<file path="config.mk">
export PLATFORM = sky130hd
export DESIGN_NAME = fdd_head_stepper
export DESIGN_NICKNAME = d
export VERILOG_FILES = /design/src/rtl/fdd_pkg.sv /design/src/rtl/fdd_sync2.sv /design/src/rtl/fdd_head_stepper.sv
export SDC_FILE = /design/constraint.sdc
export NUM_CORES = 1
export LEC_CHECK = 0
export ABC_AREA = 1
export ABC_CLOCK_PERIOD_IN_PS = 3500
export BUFFER_PORTS_ARGS = -buffer_cell sky130_fd_sc_hd__buf_2
export CORE_ASPECT_RATIO = 0.75
export CORE_UTILIZATION = 55
export CTS_BUF_LIST = sky130_fd_sc_hd__clkbuf_16
export CTS_CLUSTER_SIZE = 12
export DETAILED_ROUTE_END_ITERATION = 12
export PLACE_DENSITY_LB_ADDON = 0.08
export REMOVE_ABC_BUFFERS = 1
export SLEW_MARGIN = 20
export SYNTH_ARGS = -nofsm -noshare
export SYNTH_HDL_FRONTEND = slang
export SYNTH_SLANG_ARGS = --single-unit
</file>
<file path="constraint.sdc">
create_clock -name clk -period 3.5 [get_ports clk]
set_input_delay 0.875 -clock clk [delete_from_list [all_inputs] [get_ports clk]]
set_output_delay 0.875 -clock clk [all_outputs]
set_load 0.05 [all_outputs]
</file>
<file path="src/rtl/fdd_pkg.sv">
// Shared definitions for the floppy head stepper.
//   fdd_state_e  : stepper FSM states
//   PHASE_TABLE  : coil pattern per phase index. Even entries drive one coil,
//                  odd entries drive two coils (the half-step positions).
//   track_w()    : bit width needed for a track number
package fdd_pkg;

  typedef enum logic [1:0] {
    ST_IDLE  = 2'd0,
    ST_PHASE = 2'd1,
    ST_DWELL = 2'd2
  } fdd_state_e;

  localparam logic [7:0][3:0] PHASE_TABLE = {
    4'b1001, 4'b1000, 4'b1100, 4'b0100,
    4'b0110, 4'b0010, 4'b0011, 4'b0001
  };

  function automatic int track_w(input int n);
    return (n > 1) ? $clog2(n) : 1;
  endfunction

endpackage

</file>
<file path="src/rtl/fdd_sync2.sv">
// Two-flop synchroniser for asynchronous controller inputs.
//   clk, rst : clock and synchronous active-high reset
//   d_i      : asynchronous input bus
//   q_o      : synchronised output; RST_VAL while in reset
module fdd_sync2 #(
  parameter int               WIDTH   = 1,
  parameter logic [WIDTH-1:0] RST_VAL = '0
) (
  input  logic             clk,
  input  logic             rst,
  input  logic [WIDTH-1:0] d_i,
  output logic [WIDTH-1:0] q_o
);

  logic [WIDTH-1:0] meta_q;
  logic [WIDTH-1:0] sync_q;

  always_ff @(posedge clk) begin
    if (rst) begin
      meta_q <= RST_VAL;
      sync_q <= RST_VAL;
    end else begin
      meta_q <= d_i;
      sync_q <= meta_q;
    end
  end

  assign q_o = sync_q;

endmodule

</file>
<file path="src/rtl/fdd_head_stepper.sv">
// Floppy drive head stepper. Turns FDC step/dir pulses into a four-phase coil
// sequence and keeps a track estimate.
//   clk, rst     : clock, synchronous active-high reset
//   drive_sel_n  : FDC drive selects (active-low); bit DRIVE_ID enables this unit
//   step_n/dir_n : FDC step pulse (active-low) and direction (1 = outward)
//   t00_sens     : track-0 sensor, high at track 0
//   step_coil    : coil drive pattern
//   track_0_n    : registered track-0 status to the FDC (active-low)
//   cur_track    : current track estimate
//   busy         : a move is running or requests are outstanding
//   step_err     : one-cycle pulse for a dropped or illegal request
//
// state    | meaning
// ---------+------------------------------------------------------------
// ST_IDLE  | no move running; start, or consume a blocked request
// ST_PHASE | one cycle: advance the coil index
// ST_DWELL | let the head settle for the rest of the coil phase
module fdd_head_stepper
  import fdd_pkg::*;
#(
  parameter int NUM_DRIVES   = 4,
  parameter int DRIVE_ID     = 1,
  parameter int NUM_TRACKS   = 80,
  parameter int HALF_STEP    = 0,
  parameter int DWELL_CYCLES = 150000,
  parameter int QUEUE_DEPTH  = 7,
  parameter int HOLD_CYCLES  = 0
) (
  input  logic                            clk,
  input  logic                            rst,
  input  logic [NUM_DRIVES-1:0]           drive_sel_n,
  input  logic                            step_n,
  input  logic                            dir_n,
  input  logic                            t00_sens,
  output logic [3:0]                      step_coil,
  output logic                            track_0_n,
  output logic [track_w(NUM_TRACKS)-1:0]  cur_track,
  output logic                            busy,
  output logic                            step_err
);

  localparam int TW = track_w(NUM_TRACKS);
  localparam int DW = $clog2(DWELL_CYCLES);
  localparam int NW = $clog2(QUEUE_DEPTH + 2) + 2;
  localparam int HW = (HOLD_CYCLES > 1) ? $clog2(HOLD_CYCLES) : 1;

  localparam logic [TW-1:0]        TRK_MAX    = TW'(NUM_TRACKS - 1);
  localparam logic [TW-1:0]        TRK_ONE    = TW'(1);
  // PHASE occupies the first cycle of each coil phase, DWELL the rest.
  localparam logic [DW-1:0]        DWELL_LOAD = DW'(DWELL_CYCLES - 2);
  localparam logic [HW-1:0]        HOLD_LOAD  = HW'((HOLD_CYCLES > 0) ? HOLD_CYCLES - 1 : 0);
  localparam logic [2:0]           IDX_STEP   = (HALF_STEP != 0) ? 3'd1 : 3'd2;
  localparam logic signed [NW-1:0] NET_P1     = NW'(1);
  localparam logic signed [NW-1:0] NET_M1     = NW'(-1);
  localparam logic signed [NW-1:0] QMAX       = NW'(QUEUE_DEPTH);
  localparam logic signed [NW-1:0] QMIN       = NW'(-QUEUE_DEPTH);

  logic                  step_s, dir_s, t00_s;
  logic [NUM_DRIVES-1:0] sel_s;
  logic                  unused_sel;
  logic                  selected, accept;

  fdd_sync2 #(.WIDTH(1), .RST_VAL(1'b1)) u_sync_step (.clk(clk), .rst(rst), .d_i(step_n),   .q_o(step_s));
  fdd_sync2 #(.WIDTH(1), .RST_VAL(1'b0)) u_sync_dir  (.clk(clk), .rst(rst), .d_i(dir_n),    .q_o(dir_s));
  fdd_sync2 #(.WIDTH(1), .RST_VAL(1'b0)) u_sync_t00  (.clk(clk), .rst(rst), .d_i(t00_sens), .q_o(t00_s));
  fdd_sync2 #(.WIDTH(NUM_DRIVES), .RST_VAL({NUM_DRIVES{1'b1}})) u_sync_sel (
    .clk(clk), .rst(rst), .d_i(drive_sel_n), .q_o(sel_s)
  );

  assign unused_sel = ^sel_s;

  fdd_state_e            state_q, state_d;
  logic [2:0]            idx_q, idx_d;
  logic [TW-1:0]         trk_q, trk_d;
  logic [DW-1:0]         dwell_q, dwell_d;
  logic                  half_q, half_d;
  logic                  out_q, out_d;
  logic                  err_q, err_d;
  logic signed [NW-1:0]  net_q, net_d, net_dec, net_rem, net_base, net_try;
  logic                  step_prev_q;
  logic                  coil_en_q;
  logic [HW-1:0]         hold_q;
  logic                  t0n_q;

  assign selected = ~sel_s[DRIVE_ID];
  assign accept   = step_prev_q & ~step_s & selected;
  assign busy     = (state_q != ST_IDLE) || (net_q != '0);

  // net counts the move in flight as well as the queued ones; it is debited
  // by the direction actually travelled, so a cancellation that arrives
  // mid-move leaves a request to bring the head back.
  always_comb begin
    state_d  = state_q;
    idx_d    = idx_q;
    trk_d    = trk_q;
    dwell_d  = dwell_q;
    half_d   = half_q;
    out_d    = out_q;
    err_d    = 1'b0;
    net_dec  = '0;
    net_rem  = net_q;
    net_base = net_q;
    net_try  = net_q;
    net_d    = net_q;

    case (state_q)
      ST_IDLE: begin
        if (net_q != '0) begin
          if (net_q[NW-1] && t00_s) begin
            net_dec = NET_M1;
            trk_d   = '0;
          end else if (!net_q[NW-1] && trk_q == TRK_MAX) begin
            net_dec = NET_P1;
            err_d   = 1'b1;
          end else begin
            out_d   = net_q[NW-1];
            state_d = ST_PHASE;
          end
        end
      end
      ST_PHASE: begin
        idx_d   = out_q ? idx_q - IDX_STEP : idx_q + IDX_STEP;
        dwell_d = DWELL_LOAD;
        state_d = ST_DWELL;
      end
      ST_DWELL: begin
        if (dwell_q != '0) begin
          dwell_d = dwell_q - DW'(1);
        end else if (HALF_STEP != 0 && !half_q) begin
          half_d  = 1'b1;
          state_d = ST_PHASE;
        end else begin
          half_d  = 1'b0;
          net_dec = out_q ? NET_M1 : NET_P1;
          net_rem = net_q - net_dec;
          if (!out_q)                       trk_d = trk_q + TRK_ONE;
          else if (t00_s || trk_q == '0)    trk_d = '0;
          else                              trk_d = trk_q - TRK_ONE;
          // A blocked follow-on request is handed to IDLE to be consumed.
          if (net_rem == '0 || (net_rem[NW-1] && t00_s) ||
              (!net_rem[NW-1] && trk_d == TRK_MAX)) begin
            state_d = ST_IDLE;
          end else begin
            out_d   = net_rem[NW-1];
            state_d = ST_PHASE;
          end
        end
      end
      default: state_d = ST_IDLE;
    endcase

    net_base = net_q - net_dec;
    net_try  = net_base + (dir_s ? NET_M1 : NET_P1);
    net_d    = net_base;
    if (accept) begin
      if (net_try > QMAX || net_try < QMIN) err_d = 1'b1;
      else                                  net_d = net_try;
    end
  end

  always_ff @(posedge clk) begin
    if (rst) begin
      state_q     <= ST_IDLE;
      idx_q       <= '0;
      trk_q       <= '0;
      dwell_q     <= '0;
      half_q      <= 1'b0;
      out_q       <= 1'b0;
      err_q       <= 1'b0;
      net_q       <= '0;
      step_prev_q <= 1'b1;
      coil_en_q   <= 1'b0;
      hold_q      <= '0;
      t0n_q       <= 1'b1;
    end else begin
      state_q     <= state_d;
      idx_q       <= idx_d;
      trk_q       <= trk_d;
      dwell_q     <= dwell_d;
      half_q      <= half_d;
      out_q       <= out_d;
      err_q       <= err_d;
      net_q       <= net_d;
      step_prev_q <= step_s;
      t0n_q       <= ~(t00_s & (trk_q == '0));
      // Hold timer runs only while idle and unselected; the index survives.
      if (busy || selected) begin
        coil_en_q <= 1'b1;
        hold_q    <= HOLD_LOAD;
      end else if (HOLD_CYCLES != 0 && coil_en_q) begin
        if (hold_q == '0) coil_en_q <= 1'b0;
        else              hold_q    <= hold_q - HW'(1);
      end
    end
  end

  assign step_coil = coil_en_q ? PHASE_TABLE[idx_q] : 4'b0000;
  assign cur_track = trk_q;
  assign track_0_n = t0n_q;
  assign step_err  = err_q;

endmodule

</file>
==> flow_metrics.py, run 1 <==
metrics = {
    "status": {
        "status": "finished, violations left",
        "violations": "setup timing",
    },
    "critical_path": {
        "worst_ep_arrival_time_ps": 4140,
        "cp_slowest_cell": "fa_2",
        "startpoint_type": "register",
        "crit_cells": 27,
        "critPathCaptureType": "register",
        "reg2reg_depth": 27,
        "required_ps": 3730,
        "rrSetupSlack_ps": -410,
        "path_class": "reg2reg",
        "slowest_delay_ps": 400,
        "crit_buf_inv": 5,
        "cpMostUsedCell": "inv_2",
        "path_max_fanout": 7,
        "cpLargestDelayFamily": "simple AND/OR/NAND/NOR gates",
    },
    "floorplan": {
        "die-area_um2": 6350,
        "fp.coreArea_um2": 5830,
        "die_y_um": 69.3,
        "ios": 23,
        "die_w_um": 91.7,
        "rows": 24,
        "start_util": 0.570,
    },
    "final_layout": {
        "final_cells": 667,
        "fillCellCount": 381,
        "final_area_um2": 4670,
        "syn_to_final_growth_pct": 40.9,
        "utilization": 0.802,
        "register_area_um2": 1040,
        "diodes": 0,
        "multi_input_area_um2": 2240,
        "final_nets": 618,
        "drive_gt1_frac": 0.387,
    },
    "global_route": {
        "antenna_found_initial": 0,
        "grt_overflow_total": 0,
        "grtUsageMet1": 0.403,
        "grt_pass1_vias": 3543,
        "grt_util_met2": 0.547,
        "grt_usage": 0.326,
        "grt_max_degree": 34,
        "grt_util_met3": 0.0735,
        "grt_pass1_wl_um": 16400,
        "grt-busiest-layer": "met2",
    },
    "sta": {
        "relSlewSlack": 0.561,
        "period_needed_ps": 3910,
        "rsz0062_at_grt": "yes",
        "fin_skew_ps": 8.24,
        "drv_slew": 0,
        "layout_setup_ws_ps": -411,
        "fmax_mhz": 256,
        "fin_crit_sh": 1.12,
        "worstMarginPinSlew_ps": 658,
        "finalSetupViolCount": 7,
        "final_hold_viol_count": 0,
    },
    "yosys": {
        "synth_top_area_frac": 0.314,
        "synth_flop_cell": "dfxtp_1",
        "ys_seq_elements": 52,
        "synth.most_common_cell": "nand2_1",
        "synth_edf_count": 0,
        "syn_area_um2": 3320,
        "yosys.area.top_type": "dfxtp_1",
        "synth_common_cells": "nand2_1 (92), inv_1 (63), dfxtp_1 (52), nor2_1 (50), a21oi_1 (41)",
        "synthCells": 468,
        "synth-seq-area-share": 0.314,
        "synth_cell_types": 47,
        "postSynthAreaPerCell_um2": 7.09,
        "yosys_warnings": 0,
        "async_reset_ff_frac": 0,
        "synth_area_leaders": "dfxtp_1 (31%), nand2_1 (10%), ha_1 (7.2%), inv_1 (7.1%), a21oi_1 (6.2%)",
    },
    "clock_network": {
        "clkLatencyLatePin_ps": 300,
        "numCtsBuffers": 5,
        "clkTransAtPathRegs_ps": 80,
        "cts_max_level": 2,
        "cts_num_sinks": 52,
        "clk_root_buffer_cell": "clkbuf_16",
        "cts_tree": "done",
        "ctsLongestPathBuffers": 2,
    },
    "route": {
        "wl_um": 10100,
        "via_per_inst": 5.51,
        "drtPass1Iterations": 5,
        "drt-initial-drc-count": 305,
        "ant_nets": 0,
        "wl_per_cell_um": 15.1,
        "num_vias": 3675,
        "route.detailed.drc": 0,
    },
    "power": {
        "irDropWorstVdd_mv": 0.592,
        "powerDensity_nw_per_um2": 957,
        "p_leak_nw": 2.16,
    },
    "placement": {
        "place.gp.congestion": 0.873,
        "portBuffers": 19,
        "dpl_cell_area_um2": 3980,
        "dp_hpwl_um": 5920,
        "dp.cells": 625,
    },
    "min_path": {
        "min_path_type": "reg2reg",
        "whs_path_depth": 2,
    },
    "job": {
        "drv_cap": 0,
    },
}
path summary, 6_finish.rpt:
check,endpoint,startpoint
worst min register to register,u_sync_t00.q_o,u_sync_t00.meta_q
worst max-delay path,net_q[0],dwell_q[1]
worst max register to register,net_q[0],dwell_q[1]
worst min-delay path,u_sync_t00.q_o,u_sync_t00.meta_q
cells in the final DEF (no fill, tap or decap), types with 2 or more instances in the layout:
master     Yosys  final
inv_2          8     15
ha_1          19     11
nor4_1         2      2
buf_2          2     19
a21oi_2        1     10
nand2_2        9     12
nor2_4         3      6
nor3_4         2      2
xnor2_1        5      4
a211oi_1       2      2
nand3_4        1      4
dfxtp_1       52     50
nand4_1       10     10
clkbuf_16      0      5
nand3_2        3      6
xor2_2         1      4
nand3b_1       3      3
o21ai_2        0      2
ha_4           0      7
dfxtp_2        0      2
a21oi_1       41     32
o21bai_1       2      2
nand2_1       92     88
nor2_1        50     46
or2_2          5      5
o21ai_0       13     12
nor3_1         3      3
buf_4          0    101
nand3_1       27     21
nor2_2         9     10
a31oi_1        7      6
inv_1         63     56
xor2_1         7      4
nand2_4        3      3
layer usage:
metal | vias to the layer above | wire length (um)
met5 | - | 0
met4 | 0 | 402
met3 | 49 | 711
met2 | 163 | 4710
met1 | 1709 | 4270
li1 | 1754 | -
power by group:
group | internal (W) | switching, W | total [W]
logic | 0.00134 | 0.00180 | 0.00314
registers | 0.000726 | 0.0000952 | 0.000822
clock network | 0.000272 | 0.000244 | 0.000516
worst register-to-register path: stages (launching register included):
cell	delay, ps
dfxtp_2	330
inv_2	80
ha_4	160
nand3_4	90
nor2_4	160
nand2_4	80
nor2_4	100
inv_2	50
o21ai_2	60
ha_2	220
inv_2	60
fa_2	400
a21oi_2	130
o21bai_1	110
xnor2_1	220
inv_1	110
ha_4	300
nand2_2	50
inv_2	40
nand4_1	100
nand3_2	160
xor2_2	230
nand3_2	140
nand3_4	140
nand2_8	90
nand3_2	60
nand2_1	50
nor2_1	130
kinds of logic (layout without fill, tap and decap cells):
| family | after synthesis | in the layout | synth area share |
|---|---|---|---|
| simple gates | 230 | 230 | 0.351 |
| buf+inv | 80 | 201 | 0.0943 |
| fa+ha+maj | 21 | 21 | 0.0837 |
| compound gates | 72 | 72 | 0.121 |
| xor+xnor | 13 | 13 | 0.0366 |
| flops | 52 | 52 | 0.314 |
stage by stage:
| step | total power [W] | setup TNS [ps] | setup slack [ps] | hold slack [ps] |
|---|---|---|---|---|
| finish | 0.00448 | -2640 | -411 | 411 |
| global route | 0.00476 | -3550 | -542 | 438 |
| CTS | 0.00412 | -1650 | -179 | 413 |
| detailed placement | 0.00321 | -2260 | -352 | 388 |
| global placement | 0.00314 | -1340 | -220 | 393 |
| floorplan | 0.00242 | -3120 | -478 | 379 |
state kept, by name (all words and copies together) (netlist names), 2 cells and up, named ones only:
name	count
dwell_q	18
idx_q	2
net_q	6
state_q	2
cur_track	7
what timing repair did:
| action | CTS | global route |
|---|---|---|
| setup buffers | 31 | 7 |
| setup endpoints to repair | 7 | 15 |
| pin swaps | 15 | 23 |
| endpoints found under the hold margin | 0 | 0 |
| gates resized for setup | 41 | 22 |
| hold buffers | 0 | 0 |
layout make-up:
cell class / count / area share
sequential: 52 / 0.223
tap: 78 / 0.0209
clock buffer: 5 / 0.0268
multi-input combinational: 336 / 0.480
timing repair buffer: 121 / 0.185
inverter: 72 / 0.0581
clock inverter: 3 / 0.00589
Power figures use the tool's default switching activity.
==> run 2, diff against run 1 <==
- SYNTH_HIERARCHICAL: unset -> 1
- TNS_END_PERCENT: unset -> 20
==> flow_metrics.py, run 2 <==
metrics = {
    "yosys": {
        "postSynthAreaPerCell_um2": 6.86,
        "syn_area_um2": 3350,
        "yosys_warnings": 6,
        "synthCells": 488,
    },
    "sta": {
        "fin_crit_sh": 1.07,
        "finalSetupViolCount": 7,
        "relSlewSlack": 0.589,
        "setup_tns_ps": -1250,
        "period_needed_ps": 3740,
        "rsz0062_at_grt": "yes",
        "fmax_mhz": 267,
        "fin_skew_ps": 3.30,
        "layout_setup_ws_ps": -240,
        "drv_slew": 0,
        "worstMarginPinSlew_ps": 613,
        "final_hold_viol_count": 0,
    },
    "critical_path": {
        "startpoint_type": "register",
        "crit_path_start": "dwell_q[0]",
        "path_max_fanout": 7,
        "cp_slowest_cell": "dfxtp_2",
        "critPathCaptureType": "register",
        "cpMostUsedCell": "nand2_1",
        "reg2reg_from": "dwell_q[0]",
        "required_ps": 3680,
        "worst_ep_arrival_time_ps": 3920,
        "slowest_delay_ps": 320,
        "path_class": "reg2reg",
    },
    "clock_network": {
        "cts_num_sinks": 52,
        "cts_tree": "done",
        "clk_root_buffer_cell": "clkbuf_16",
        "clkTransAtPathRegs_ps": 70,
        "ctsLongestPathBuffers": 2,
        "cts_hold_buf": 0,
        "clkLatencyLatePin_ps": 290,
        "numCtsBuffers": 5,
        "cts_max_level": 2,
    },
    "route": {
        "via_per_inst": 5.15,
        "num_vias": 3330,
        "wl_per_cell_um": 12.9,
        "route.detailed.drc": 0,
        "drt-initial-drc-count": 145,
        "wl_um": 8360,
        "drtPass1Iterations": 4,
        "ant_nets": 0,
    },
    "final_layout": {
        "final_nets": 598,
        "top_register": "dwell_q",
        "drive_gt1_frac": 0.290,
        "mostFrequentLayoutCells": "nand2_1 (94), inv_1 (71), buf_4 (63), nor2_1 (56), dfxtp_1 (51)",
        "final_cells": 646,
        "final_common_cell": "nand2_1",
        "utilization": 0.738,
        "largest_register_ffs": 18,
        "diodes": 0,
        "syn_to_final_growth_pct": 29.0,
    },
    "floorplan": {
        "rows": 24,
        "ios": 23,
        "start_util": 0.572,
        "die_y_um": 69.6,
        "die-area_um2": 6410,
        "die_w_um": 92.1,
        "fp.coreArea_um2": 5860,
    },
    "status": {
        "status": "finished, violations left",
        "violations": "setup timing",
    },
    "global_route": {
        "grt_usage": 0.262,
        "grt_pass1_wl_um": 13400,
        "antenna_found_initial": 0,
        "grt_pass1_vias": 3057,
        "grt_max_degree": 32,
        "grt_overflow_total": 0,
    },
    "power": {
        "p_leak_nw": 2.11,
        "irDropWorstVdd_mv": 0.499,
        "powerDensity_nw_per_um2": 889,
        "p_total_w": 0.00384,
    },
    "job": {
        "drv_cap": 0,
    },
    "min_path": {
        "min_path_type": "reg2reg",
        "hp-start": "u_sync_dir/meta_q",
    },
    "placement": {
        "place.gp.congestion": 0.822,
        "dp_hpwl_um": 5840,
        "portBuffers": 19,
        "dp.cells": 630,
    },
}
## run 2: per-stage QoR
stage | setup slack (ps) | cell area [um^2] | hold slack (ps)
5_1_grt | -483 | 4320 | 428
3_3_place_gp | -305 | 3890 | 394
6_report | -240 | 4320 | 408
4_1_cts | -256 | 4200 | 409
3_5_place_dp | -410 | 3890 | 396
2_1_floorplan | -422 | 3290 | 386
## run 2: timing repair
item	CTS	global route
buffers inserted	5	4
pin swaps	16	22
endpoints found under the setup margin	7	7
gates resized for setup	21	18
## run 2: final cells by class
| cell class | count | area [um^2] |
|---|---|---|
| Multi-Input combinational cell | 341 | 2100 |
| Clock buffer | 5 | 125 |
| Inverter | 86 | 325 |
| Sequential cell | 52 | 1040 |
| Clock inverter | 2 | 60.1 |
| Fill cell | 479 | 1540 |
| Timing Repair Buffer | 82 | 568 |
| Tap cell | 78 | 97.6 |
## run 2: worst paths after layout
path,to,slack (ps),cells past startpoint
hold reg to reg,u_sync_dir/q_o,410,2
setup reg to reg,net_q[1],-240,27
hold / removal,u_sync_dir/q_o,410,2
setup / recovery,net_q[1],-240,27
## run 2: per-layer routing
| layer | vias to the layer above | track usage | share of wire |
|---|---|---|---|
| met4 | 0 | 0.0799 | 0.015 |
| met2 | 74 | 0.444 | 0.47 |
| met5 | - | 0 | 0 |
| met3 | 14 | 0.0471 | 0.039 |
| li1 | 1716 | - | - |
| met1 | 1526 | 0.340 | 0.47 |
## run 2: critical path, delay by kind of cell (launching register included)
family                   cells  cell delay (ps)
XOR/XNOR                     2              480
AND/OR/NAND/NOR             13             1210
flip-flops                   1              320
adder cells (fa/ha/maj)      3              670
buffers and inverters        6              510
AO/OA/AOI/OAI                3              410
## run 2: power breakdown
part	leakage (nW)	switching [W]	internal [W]
Sequential	0.426	0.000104	0.000723
Combinational	1.60	0.00139	0.000995
Clock	0.0899	0.000219	0.000406
Total	2.11	0.00172	0.00212
==> run 3, diff against run 2 <==
- PLACE_DENSITY: unset -> 0.79
- PLACE_DENSITY_LB_ADDON: 0.08 -> unset
- RECOVER_POWER: unset -> 25
- SETUP_SLACK_MARGIN: unset -> 0.05
==> flow_metrics.py, run 3 (same netlist as run 2, synthesis figures left out) <==
metrics = {
    "final_layout": {
        "diodes": 0,
        "final_common_cell": "nand2_1",
        "drive_gt1_frac": 0.286,
        "largest_register_ffs": 18,
        "multi_input_area_um2": 2120,
        "final_nets": 596,
        "syn_to_final_growth_pct": 27.7,
        "mostFrequentLayoutCells": "nand2_1 (92), inv_1 (72), buf_4 (58), nor2_1 (55), dfxtp_1 (51)",
        "fillCellCount": 442,
        "register_area_um2": 1040,
        "final_area_um2": 4280,
        "top_register": "dwell_q",
    },
    "power": {
        "p_comb_frac": 0.650,
        "swShare": 0.467,
        "seq_power_share": 0.220,
        "p_leak_nw": 2.07,
        "powerDensity_nw_per_um2": 872,
        "internal_power_w": 0.00199,
        "clockPowerShare": 0.130,
        "irDropWorstVdd_mv": 0.470,
        "p_sw_w": 0.00174,
    },
    "sta": {
        "drv_slew": 32,
        "fin_crit_sh": 1.09,
        "rsz0062_at_grt": "yes",
        "final_hold_viol_count": 0,
        "finalSetupViolCount": 7,
        "period_needed_ps": 3810,
        "fin_skew_ps": 6.55,
        "relSlewSlack": -0.0374,
        "layout_setup_ws_ps": -308,
        "fmax_mhz": 263,
        "setup_tns_ps": -2030,
        "worstMarginPinSlew_ps": 1560,
    },
    "floorplan": {
        "fp.coreArea_um2": 5860,
        "ios": 23,
        "die_w_um": 92.1,
        "rows": 24,
        "start_util": 0.572,
        "die_y_um": 69.6,
        "die-area_um2": 6410,
    },
    "global_route": {
        "grt_pass1_wl_um": 13300,
        "grt_overflow_total": 0,
        "grt_max_degree": 32,
        "antenna_found_initial": 0,
        "grt_usage": 0.257,
        "grt_pass1_vias": 3137,
    },
    "critical_path": {
        "crit_buf_inv": 6,
        "reg2reg_from": "dwell_q[0]",
        "r2r-end": "net_q[2]",
        "startpoint_type": "register",
        "critPathCaptureType": "register",
        "required_ps": 3690,
        "worst_ep_arrival_time_ps": 4000,
        "cp_slowest_cell": "fa_2",
        "slowest_delay_ps": 390,
        "crit_path_start": "dwell_q[0]",
        "crit_cells": 29,
        "path_class": "reg2reg",
        "cpLargestDelayFamily": "simple AND/OR/NAND/NOR gates",
        "cpMostUsedCell": "inv_2",
        "crit_path_end": "net_q[2]",
        "rrSetupSlack_ps": -310,
        "path_max_fanout": 7,
        "reg2reg_depth": 29,
    },
    "placement": {
        "dp_hpwl_um": 5860,
        "portBuffers": 19,
        "dpl_cell_area_um2": 3910,
        "place.gp.congestion": 0.894,
    },
    "clock_network": {
        "clk_root_buffer_cell": "clkbuf_16",
        "cts_tree": "done",
        "numCtsBuffers": 5,
        "clkTransAtPathRegs_ps": 70,
        "cts_max_level": 2,
        "cts_num_sinks": 52,
        "clkLatencyLatePin_ps": 290,
        "ctsLongestPathBuffers": 2,
    },
    "route": {
        "route.detailed.drc": 0,
        "via_per_inst": 5.23,
        "drtPass1Iterations": 5,
        "wl_per_cell_um": 12.7,
        "drt-initial-drc-count": 143,
        "num_vias": 3372,
        "wl_um": 8200,
        "ant_nets": 0,
    },
    "min_path": {
        "min_path_type": "reg2reg",
    },
    "status": {
        "violations": "capacitance limit, slew limit, setup timing",
        "status": "finished, violations left",
    },
    "job": {
        "drv_cap": 1,
    },
}
## run 3: cell count changes in the layout (fill, tap and decap cells not counted), moves of 2 or more
cell | previous run | this run
inv_2 | 14 | 12
bufinv_16 | 2 | 0
nand2_1 | 94 | 92
buf_4 | 63 | 58
nand2_2 | 7 | 9
clkbuf_1 | 0 | 2
clkinvlp_4 | 0 | 2
clkinv_1 | 0 | 2
## run 3: final cells by class
type | count | area share
Multi-Input combinational cell | 341 | 0.495
Inverter | 86 | 0.0760
Clock inverter | 3 | 0.00439
Clock buffer | 5 | 0.0292
Timing Repair Buffer | 80 | 0.128
Sequential cell | 52 | 0.244
Tap cell | 78 | 0.0228
## run 3: through the flow
step           power (W)  cells  hold WS (ps)   util  setup WS, ps
3_5_place_dp     0.00292    633           401  0.668          -491
6_report         0.00373    645           417  0.731          -308
3_3_place_gp     0.00284    633           389  0.668          -259
2_1_floorplan    0.00223    479           386      -          -422
5_1_grt          0.00402    645           428  0.731          -564
4_1_cts          0.00347    642           411  0.701          -356
## run 3: what timing repair did
| action | in CTS | in global routing |
|---|---|---|
| hold buffers | 0 | 0 |
| endpoints found under the setup margin | 7 | 7 |
| setup buffers | 1 | 3 |
| gates resized for setup | 8 | 38 |
| pin swaps | 8 | 22 |
## run 3: worst min path at each step
stage	startpoint	to	slack [ps]	cells past startpoint
3_5_place_dp	u_sync_t00/meta_q	u_sync_t00/q_o	400	2
6_report	u_sync_step/meta_q	u_sync_step/q_o	420	2
3_3_place_gp	u_sync_dir/meta_q	u_sync_dir/q_o	390	2
5_1_grt	u_sync_dir/meta_q	u_sync_dir/q_o	430	2
2_1_floorplan	u_sync_sel/meta_q[1]	u_sync_sel/q_o[1]	390	2
4_1_cts	u_sync_dir/meta_q	u_sync_dir/q_o	410	2
## run 3: power by group through the flow
| stage | logic [W] | registers [W] | clock network, W |
|---|---|---|---|
| 2_1_floorplan | 0.00139 | 0.000843 | 0 |
| 3_3_place_gp | 0.00202 | 0.000821 | 0 |
| 3_5_place_dp | 0.00209 | 0.000827 | 0 |
| 4_1_cts | 0.00216 | 0.000816 | 0.000490 |
| 5_1_grt | 0.00267 | 0.000835 | 0.000514 |
| 6_report | 0.00243 | 0.000820 | 0.000485 |
## run 3: worst reg2reg max path, delay by kind of cell (launching register included)
family / cells / cell delay [ps]
simple gates: 15 / 1320
fa+ha+maj: 4 / 1030
compound gates: 3 / 400
buf+inv: 6 / 390
flops: 1 / 320
xor+xnor: 1 / 250
## run 3: layer usage
layer | global-route usage | vias to the layer above | part of all wire
li1 | - | 1712 | -
met2 | 0.439 | 88 | 0.49
met3 | 0.0450 | 6 | 0.051
met4 | 0.0625 | 0 | 0.0077
met1 | 0.337 | 1566 | 0.45
met5 | 0 | - | 0
